**src/rtl/bp_fe_packer_if.sv**
```systemverilog
// rtl/bp_fe_packer_if.sv - redirect, instruction-in and fetch-word-out handshakes of the fetch-stream packer
interface bp_fe_packer_if #(
  parameter int vaddr_width_p = 39
);
  logic                     redirect_v_i;
  logic [vaddr_width_p-1:0] redirect_pc_i;
  logic                     instr_v_i;
  logic [31:0]              instr_i;
  logic                     instr_ready_and_o;
  logic                     fetch_v_o;
  logic [vaddr_width_p-1:0] fetch_pc_o;
  logic [31:0]              fetch_data_o;
  logic                     fetch_straddle_o;
  logic                     fetch_yumi_i;
  logic                     idle_o;

  modport slave (
    input  redirect_v_i, redirect_pc_i, instr_v_i, instr_i, fetch_yumi_i,
    output instr_ready_and_o, fetch_v_o, fetch_pc_o, fetch_data_o, fetch_straddle_o, idle_o
  );

  modport master (
    output redirect_v_i, redirect_pc_i, instr_v_i, instr_i, fetch_yumi_i,
    input  instr_ready_and_o, fetch_v_o, fetch_pc_o, fetch_data_o, fetch_straddle_o, idle_o
  );
endinterface

```
**src/rtl/bp_fe_packer.sv**
```systemverilog
// rtl/bp_fe_packer.sv - packs a 16b/32b RV64 instruction stream into 32b-aligned fetch words
// Optional BP_FE_PACKER_FLUSH_EN adds flush_i, which pads out a trailing half-filled word.
module bp_fe_packer #(
  parameter int vaddr_width_p = 39
) (
  input  logic          clk_i,
  input  logic          reset_i,
`ifdef BP_FE_PACKER_FLUSH_EN
  input  logic          flush_i,
`endif
  bp_fe_packer_if.slave io
);
  typedef enum logic [1:0] {e_lo = 2'd0, e_hi = 2'd1, e_full = 2'd2} state_e;

  state_e                   state_q, state_d;
  logic [31:0]              acc_data_q, acc_data_d;
  logic                     acc_lo_v_q, acc_lo_v_d;
  logic                     acc_straddle_q, acc_straddle_d;
  logic [vaddr_width_p-1:0] acc_pc_q, acc_pc_d;
  logic [vaddr_width_p-1:0] base_q, base_d;
  logic                     carry_v_q, carry_v_d;
  logic [15:0]              carry_q, carry_d;
  logic                     out_v_q, out_v_d;
  logic [31:0]              out_data_q, out_data_d;
  logic [vaddr_width_p-1:0] out_pc_q, out_pc_d;
  logic                     out_straddle_q, out_straddle_d;

  logic                     ready, accept, is_c, transfer, flush_go;
  logic [vaddr_width_p-1:0] redir_base, redir_pc;

  assign is_c       = (io.instr_i[1:0] != 2'b11);
  assign accept     = io.instr_v_i & ready;
  assign transfer   = (state_q == e_full) & (~out_v_q | io.fetch_yumi_i);
  assign redir_base = io.redirect_pc_i & ~vaddr_width_p'(3);
  assign redir_pc   = io.redirect_pc_i & ~vaddr_width_p'(1);

`ifdef BP_FE_PACKER_FLUSH_EN
  // A same-cycle accept fills hi with real data, so padding only happens while the input is quiet.
  assign flush_go = flush_i & ~io.redirect_v_i & (state_q == e_hi) & acc_lo_v_q & ~carry_v_q & ~accept;
`else
  assign flush_go = 1'b0;
`endif

  always_ff @(posedge clk_i) begin
    if (reset_i) state_q <= e_lo;
    else         state_q <= state_d;
  end

  always_comb begin
    state_d = state_q;
    if (io.redirect_v_i) begin
      state_d = io.redirect_pc_i[1] ? e_hi : e_lo;
    end else if (transfer) begin
      state_d = carry_v_q ? e_hi : e_lo;
    end else if (accept) begin
      case (state_q)
        e_lo:    state_d = is_c ? e_hi : e_full;
        e_hi:    state_d = e_full;
        default: state_d = state_q;
      endcase
    end else if (flush_go) begin
      state_d = e_full;
    end
  end

  always_comb begin
    ready     = ~reset_i & ~io.redirect_v_i & ~carry_v_q & (state_q != e_full);
    io.idle_o = ((state_q == e_lo) & ~carry_v_q & ~out_v_q) |
                ((state_q == e_hi) & ~acc_lo_v_q & ~out_v_q);
  end

  assign io.instr_ready_and_o = ready;
  assign io.fetch_v_o         = out_v_q;
  assign io.fetch_pc_o        = out_pc_q;
  assign io.fetch_data_o      = out_data_q;
  assign io.fetch_straddle_o  = out_straddle_q;

  always_comb begin
    acc_data_d     = acc_data_q;
    acc_lo_v_d     = acc_lo_v_q;
    acc_straddle_d = acc_straddle_q;
    acc_pc_d       = acc_pc_q;
    base_d         = base_q;
    carry_v_d      = carry_v_q;
    carry_d        = carry_q;
    out_v_d        = out_v_q;
    out_data_d     = out_data_q;
    out_pc_d       = out_pc_q;
    out_straddle_d = out_straddle_q;
    if (io.redirect_v_i) begin
      out_v_d        = 1'b0;
      carry_v_d      = 1'b0;
      acc_data_d     = 32'h0;
      acc_lo_v_d     = 1'b0;
      acc_straddle_d = 1'b0;
      base_d         = redir_base;
      acc_pc_d       = redir_pc;
    end else if (transfer) begin
      out_v_d        = 1'b1;
      out_data_d     = acc_data_q;
      out_pc_d       = acc_pc_q;
      out_straddle_d = acc_straddle_q;
      base_d         = base_q + vaddr_width_p'(4);
      acc_pc_d       = base_q + vaddr_width_p'(4);
      // The upper half of a split 32b instruction opens the next word.
      acc_data_d     = {16'h0, carry_v_q ? carry_q : 16'h0};
      acc_lo_v_d     = carry_v_q;
      acc_straddle_d = 1'b0;
      carry_v_d      = 1'b0;
    end else begin
      if (io.fetch_yumi_i) out_v_d = 1'b0;
      if (accept) begin
        if (state_q == e_lo) begin
          acc_data_d[15:0] = io.instr_i[15:0];
          acc_lo_v_d       = 1'b1;
          if (!is_c) acc_data_d[31:16] = io.instr_i[31:16];
        end else begin
          acc_data_d[31:16] = io.instr_i[15:0];
          if (!is_c) begin
            carry_d        = io.instr_i[31:16];
            carry_v_d      = 1'b1;
            acc_straddle_d = 1'b1;
          end
        end
      end else if (flush_go) begin
        acc_data_d[31:16] = 16'h0;
      end
    end
  end

  always_ff @(posedge clk_i) begin
    if (reset_i) begin
      acc_data_q     <= 32'h0;
      acc_lo_v_q     <= 1'b0;
      acc_straddle_q <= 1'b0;
      acc_pc_q       <= '0;
      base_q         <= '0;
      carry_v_q      <= 1'b0;
      carry_q        <= 16'h0;
      out_v_q        <= 1'b0;
      out_data_q     <= 32'h0;
      out_pc_q       <= '0;
      out_straddle_q <= 1'b0;
    end else begin
      acc_data_q     <= acc_data_d;
      acc_lo_v_q     <= acc_lo_v_d;
      acc_straddle_q <= acc_straddle_d;
      acc_pc_q       <= acc_pc_d;
      base_q         <= base_d;
      carry_v_q      <= carry_v_d;
      carry_q        <= carry_d;
      out_v_q        <= out_v_d;
      out_data_q     <= out_data_d;
      out_pc_q       <= out_pc_d;
      out_straddle_q <= out_straddle_d;
    end
  end
endmodule
```
**src/flat_wrapper.sv**
```systemverilog
// flat-port wrapper written by rule: the top's interface ports become plain ports
module bp_fe_packer_flat 
#(
  parameter int vaddr_width_p = 39
)
  (clk_i, reset_i, io_redirect_v_i, io_redirect_pc_i, io_instr_v_i, io_instr_i, io_fetch_yumi_i, io_instr_ready_and_o, io_fetch_v_o, io_fetch_pc_o, io_fetch_data_o, io_fetch_straddle_o, io_idle_o);
  bp_fe_packer_if #(.vaddr_width_p(vaddr_width_p)) io_i ();
  input  logic clk_i;
  input  logic reset_i;
  input wire logic [$bits(io_i.redirect_v_i)-1:0] io_redirect_v_i;
  input wire logic [$bits(io_i.redirect_pc_i)-1:0] io_redirect_pc_i;
  input wire logic [$bits(io_i.instr_v_i)-1:0] io_instr_v_i;
  input wire logic [$bits(io_i.instr_i)-1:0] io_instr_i;
  input wire logic [$bits(io_i.fetch_yumi_i)-1:0] io_fetch_yumi_i;
  output wire logic [$bits(io_i.instr_ready_and_o)-1:0] io_instr_ready_and_o;
  output wire logic [$bits(io_i.fetch_v_o)-1:0] io_fetch_v_o;
  output wire logic [$bits(io_i.fetch_pc_o)-1:0] io_fetch_pc_o;
  output wire logic [$bits(io_i.fetch_data_o)-1:0] io_fetch_data_o;
  output wire logic [$bits(io_i.fetch_straddle_o)-1:0] io_fetch_straddle_o;
  output wire logic [$bits(io_i.idle_o)-1:0] io_idle_o;
  assign io_i.redirect_v_i = io_redirect_v_i;
  assign io_i.redirect_pc_i = io_redirect_pc_i;
  assign io_i.instr_v_i = io_instr_v_i;
  assign io_i.instr_i = io_instr_i;
  assign io_i.fetch_yumi_i = io_fetch_yumi_i;
  assign io_instr_ready_and_o = io_i.instr_ready_and_o;
  assign io_fetch_v_o = io_i.fetch_v_o;
  assign io_fetch_pc_o = io_i.fetch_pc_o;
  assign io_fetch_data_o = io_i.fetch_data_o;
  assign io_fetch_straddle_o = io_i.fetch_straddle_o;
  assign io_idle_o = io_i.idle_o;
  bp_fe_packer #(.vaddr_width_p(vaddr_width_p)) u_core (.clk_i(clk_i), .reset_i(reset_i), .io(io_i));
endmodule
```
**config.mk**
```make
export PLATFORM = sky130hd
export DESIGN_NAME = bp_fe_packer_flat
export DESIGN_NICKNAME = d
export VERILOG_FILES = /design/src/rtl/bp_fe_packer_if.sv /design/src/rtl/bp_fe_packer.sv /design/src/flat_wrapper.sv
export SDC_FILE = /design/constraint.sdc
export NUM_CORES = 1
export LEC_CHECK = 0
export CAP_MARGIN = 5
export CORE_MARGIN = 4
export CORE_UTILIZATION = 41
export DETAILED_ROUTE_END_ITERATION = 10
export MAX_ROUTING_LAYER = met4
export PLACE_DENSITY = 0.69
export SETUP_SLACK_MARGIN = 0.15
export SLEW_MARGIN = 15
export SYNTH_ARGS = -nofsm -noshare
export SYNTH_HDL_FRONTEND = slang
export SYNTH_SLANG_ARGS = --single-unit
```
**constraint.sdc**
```tcl
create_clock -name clk_i -period 2.2 [get_ports clk_i]
set_input_delay 0.66 -clock clk_i [delete_from_list [all_inputs] [get_ports clk_i]]
set_output_delay 0.66 -clock clk_i [all_outputs]
set_load 0.02 [all_outputs]
```
# After elaboration in Yosys (flattened, before gate mapping)
# Cells that the tools add are included.
op_classes:
  n_addsub: 1
  eq_ne: 5
  n_mux: 22
  bitwise_logic: 19
  reduce_logical: 15
ops:
  columns: ["operator", "count"]
  rows:
  - ["$mux 39", 4]
  - ["$mux 16", 6]
  - ["$add 39x3->39 const B", 1]
  - ["$and 1x1->1", 9]
  - ["$mux 2", 4]
  - ["$not 1->1", 8]
  - ["$reduce_and 2->1", 4]
  - ["$reduce_bool 2->1", 4]
  - ["$mux 1", 7]
  - ["$ne 2x2->1 const B", 3]
  - ["$reduce_and 5->1", 1]
  - ["$pmux 2 s2", 1]
  - ["$reduce_bool 4->1", 1]
  - ["$reduce_and 3->1", 1]
  - ["$reduce_bool 3->1", 1]
  - ["$reduce_or 3->1", 1]
  - ["$eq 2x1->1 const B", 1]
  - ["$eq 2x2->1 const B", 1]
  - ["$logic_not 2->1", 1]
  - ["$or 1x1->1", 2]
  - ["$reduce_or 2->1", 1]
word_totals:
  register_bits: 203
  input_bits: 76
  output_inout_bits: 75
  elab_cells: 76

# Longest topological paths before layout
# Gate-level depths: netlist of run 1.
depth:
  depth_word: 8
  depth_mapped: 8
  depth_no_buf: 6

# Worst setup path after synthesis of run 1
# OpenSTA, ideal clock, no wires.
synth_path:
  path_kind: "input -> output"
  from: "input reset_i"
  to: "output io_instr_ready_and_o"
  arrival_ns: 1.762
  required_ns: 1.540
  setup_slack_ns: -0.222
  path_stages: 4
  n_path_buf: 2
  cell_sequence: "buf_2 > or2_0 > clkbuf_1 > nor3_1"
synth_between:
  elab_chain_len: 4
synth_rtl:
  columns: ["item", "line", "text"]
  rows:
  - ["start, declared", "flat_wrapper.sv:9", "input logic reset_i;"]
  - ["$not 1->1", "bp_fe_packer.sv:67", "ready = ~reset_i & ~io.redirect_v_i & ~carry_v_q & (state_q != e_full);"]
  - ["$and 1x1->1 (3 in a row)", "bp_fe_packer.sv:67", null]
  - ["end, declared", "flat_wrapper.sv:15", "output wire logic [$bits(io_i.instr_ready_and_o)-1:0] io_instr_ready_and_o;"]
# No other way between the ends.

# Worst setup path in the final report of run 1
layout_path:
  from: "register u_core.base_q[17]"
  to: "register u_core.base_q[27]"
layout_between:
  elab_chain_len: 3
layout_rtl:
  columns: ["item", "line", "text"]
  rows:
  - ["start, declared", "bp_fe_packer.sv:20", "logic [vaddr_width_p-1:0] base_q, base_d;"]
  - ["start signal, assigned", "bp_fe_packer.sv:149", "base_q <= base_d;"]
  - ["$add 39x3->39", "bp_fe_packer.sv:103", "base_d = base_q + vaddr_width_p'(4);"]
  - ["$mux 39", "bp_fe_packer.sv:98", "end else if (transfer) begin"]
  - ["$mux 39", "bp_fe_packer.sv:90", "if (io.redirect_v_i) begin"]
# No other way between the ends. The select of a mux whose other input is x is not followed.
# A chain may end at the register's enable or synchronous reset.

==> results of run 1 <==
-- stage by stage --
step,worst slack [ns],utilization [%]
finish,0.1661,60.68
global route,0.008608,60.68
CTS,0.08960,58.34
detailed placement,-0.5809,54.62
global placement,-0.5677,54.62
floorplan,-0.04589,-
-- area by class of cell --
type                       count  area (um^2)
clock buffer                  19        452.9
clock inverter                13        171.4
fill                        1493         6521
inverter                      10        37.54
multi-input combinational    613         3611
sequential                   162         3257
tap                          220        275.3
timing repair buffer         226         2257
-- kinds of logic after synthesis --
group / count (synthesis) / synth area share [%]
flops: 162 / 46.76
simple gates: 384 / 26.18
fa+ha+maj: 1 / 0.1804
other cells: 1 / 0.05407
xor+xnor: 25 / 3.157
buf+inv: 80 / 4.799
mux: 18 / 2.598
compound gates: 184 / 16.27
-- where the power goes --
group | switching [W] | internal (W) | leakage, nW
registers | 0.0000562 | 0.00299 | 1.32
clock network | 0.00127 | 0.00186 | 0.290
logic | 0.000272 | 0.000273 | 2.79
total | 0.00160 | 0.00513 | 4.40
-- critical path: stages, from the launching register on --
cell and delay, ns:
dfxtp_1 0.45, nand3_2 0.15, or3_4 0.50, buf_4 0.23, nor4_2 0.31, xnor2_1 0.16
o22ai_1 0.09
-- path summary, 6_finish.rpt --
check / to / slack, ns / depth (start not counted)
max reg2reg: u_core.base_q[27] / 0.17 / 6
min reg2reg: u_core.io.fetch_data_o[20] / 0.45 / 2
max: u_core.base_q[27] / 0.17 / 6
min: u_core.io.fetch_data_o[20] / 0.45 / 2
-- synth_stat cells, types with 15 or more instances --
library cell	n	area, um^2
nor2_1	56	210.2
a21oi_1	112	560.5
xnor2_1	15	131.4
clkbuf_1	55	206.5
nand3_1	29	145.1
a311oi_1	18	157.7
dfxtp_1	162	3243
mux2i_1	18	180.2
nand2_1	224	840.8
a211oi_1	34	255.2
-- layer usage --
metal  wire, um  global-route usage (%)  share of wire, %
met1       9111                   27.10                45
met2       9598                   32.32                47
met3       1130                   3.971               5.6
met4        372                   6.448               1.8
met5          0                       -                 0
-- timing repair --
| action | 4_1_cts | 5_1_grt |
|---|---|---|
| buffers inserted | 0 | 10 |
| pin swaps | 4 | 26 |
| hold buffers | 0 | 0 |
| gates resized for setup | 43 | 83 |
| setup endpoints to repair | 148 | 89 |
-- sequential cells by signal, indices dropped and copies added, names as in the netlist --
signal                      cells
u_core.acc_pc_q                 1
u_core.carry_q                 16
u_core.acc_lo_v_q               1
u_core.base_q                  37
u_core.acc_data_q              32
u_core.io.fetch_v_o             1
u_core.io.fetch_data_o         32
u_core.carry_v_q                1
u_core.io.fetch_straddle_o      1
u_core.io.fetch_pc_o           38
u_core.state_q                  2
==> impl_metrics.ini, run 1 <==
[setup_path]
crit_path_start_kind = flip-flop
crit_fanout = 8
cp-end-kind = flip-flop
crit_type = flip-flop to flip-flop
r2r-start = u_core.base_q[17]
arrival_ns = 2.31
required_ns = 2.48
crit_start = u_core.base_q[17]

[timing]
setup_violations = 0
fmax_ghz = 0.4917
tns_ns = 0
fin_crit_ns = 2.034
holdWs_ns = 0.4501
rsz0062_at_grt = yes
worst_pin_slew_ns = 0.7301
worst_slew_margin_rel_pct = 51.33
finalHoldViolations = 0
clock_skew_ns = 0.009299
drv_slew = 0
min_period_over_period_pct = 92.45

[cells_and_area]
final_common_cell = nand2_1
num_antenna_cells = 0
most-common-layout-cells = nand2_1 (222), dfxtp_1 (151), a21oi_1 (112), clkdlybuf4s50_1 (81), buf_4 (67)
stdcell_area_um2 = 10060
nets = 1107
drive_gt1_share_pct = 16.78
area.growth.synth_to_final_pct = 45.08
final_cells = 1263

[power]
pwr_density_cell_nw_per_um2 = 669.2
p_leak_nw = 4.398
power_w = 0.006734
ir_drop_v = 0.0005448

[synth]
synth-edff-count = 0
syn_avg_cell_area_um2 = 8.112
yosysUniqueCellTypes = 55
synthArstFlopShare_pct = 0
syn_inst = 855
seq_area_frac_synth_pct = 46.76
synth_nets = 932
netlist_area_um2 = 6935
ys.flop_type = dfxtp_1
ys_warn_count = 0
ys_ff_latch = 162

[drt]
routed_wirelength_um = 20210
ant_nets = 0
dr_total_vias = 6644
drc = 0
avgViaCountPerCell = 5.260
wire_per_inst_um = 16.00
drt_pass1_iterations = 5
first_iter_violations = 430

[grt]
antenna_found_initial = 0
grt_pass1_wl_um = 31730
gr-total-overflow = 0
grt_max_degree = 66
grt_pass1_vias = 6203
grt_usage_pct = 20.63

[clocking]
root_buffer = clkbuf_16
path_clk_slew_ns = 0.06
cts_buffer_depth = 2
cts_tree = done
htree_num_levels = 4
insertion_delay_ns = 0.43
cts_made_buffers = 17
clock_sinks = 162

[min_path]
hold_path.class = flip-flop to flip-flop
min_from = u_core.io.fetch_data_o[20]

[outcome]
status = finished, final reports clean

[placement]
dp_hpwl_um = 13360
placed_cells = 1221
io_buffers = 148
place.gp.congestion = 0.8659
place_area_um2 = 9057

[floorplanning]
io_pins = 151
die_area_um2 = 19060
fp-row-count = 47
die_y_um = 138.1
core-area_um2 = 16580
initial_core_util_pct = 41.82
die_w_um = 138.1

[job]
cap_violations = 0
Note: power is estimated with default switching activity, not from simulation.
==> inputs of run 2 (changes only) <==
--- a/config.mk
+++ b/config.mk
@@ -12,7 +12,6 @@
 export MAX_ROUTING_LAYER = met4
 export PLACE_DENSITY = 0.69
 export SETUP_SLACK_MARGIN = 0.15
-export SLEW_MARGIN = 15
 export SYNTH_ARGS = -nofsm -noshare
 export SYNTH_HDL_FRONTEND = slang
 export SYNTH_SLANG_ARGS = --single-unit
==> results of run 2 <==
Final layout, timing and power as in run 1 (identical DEF).
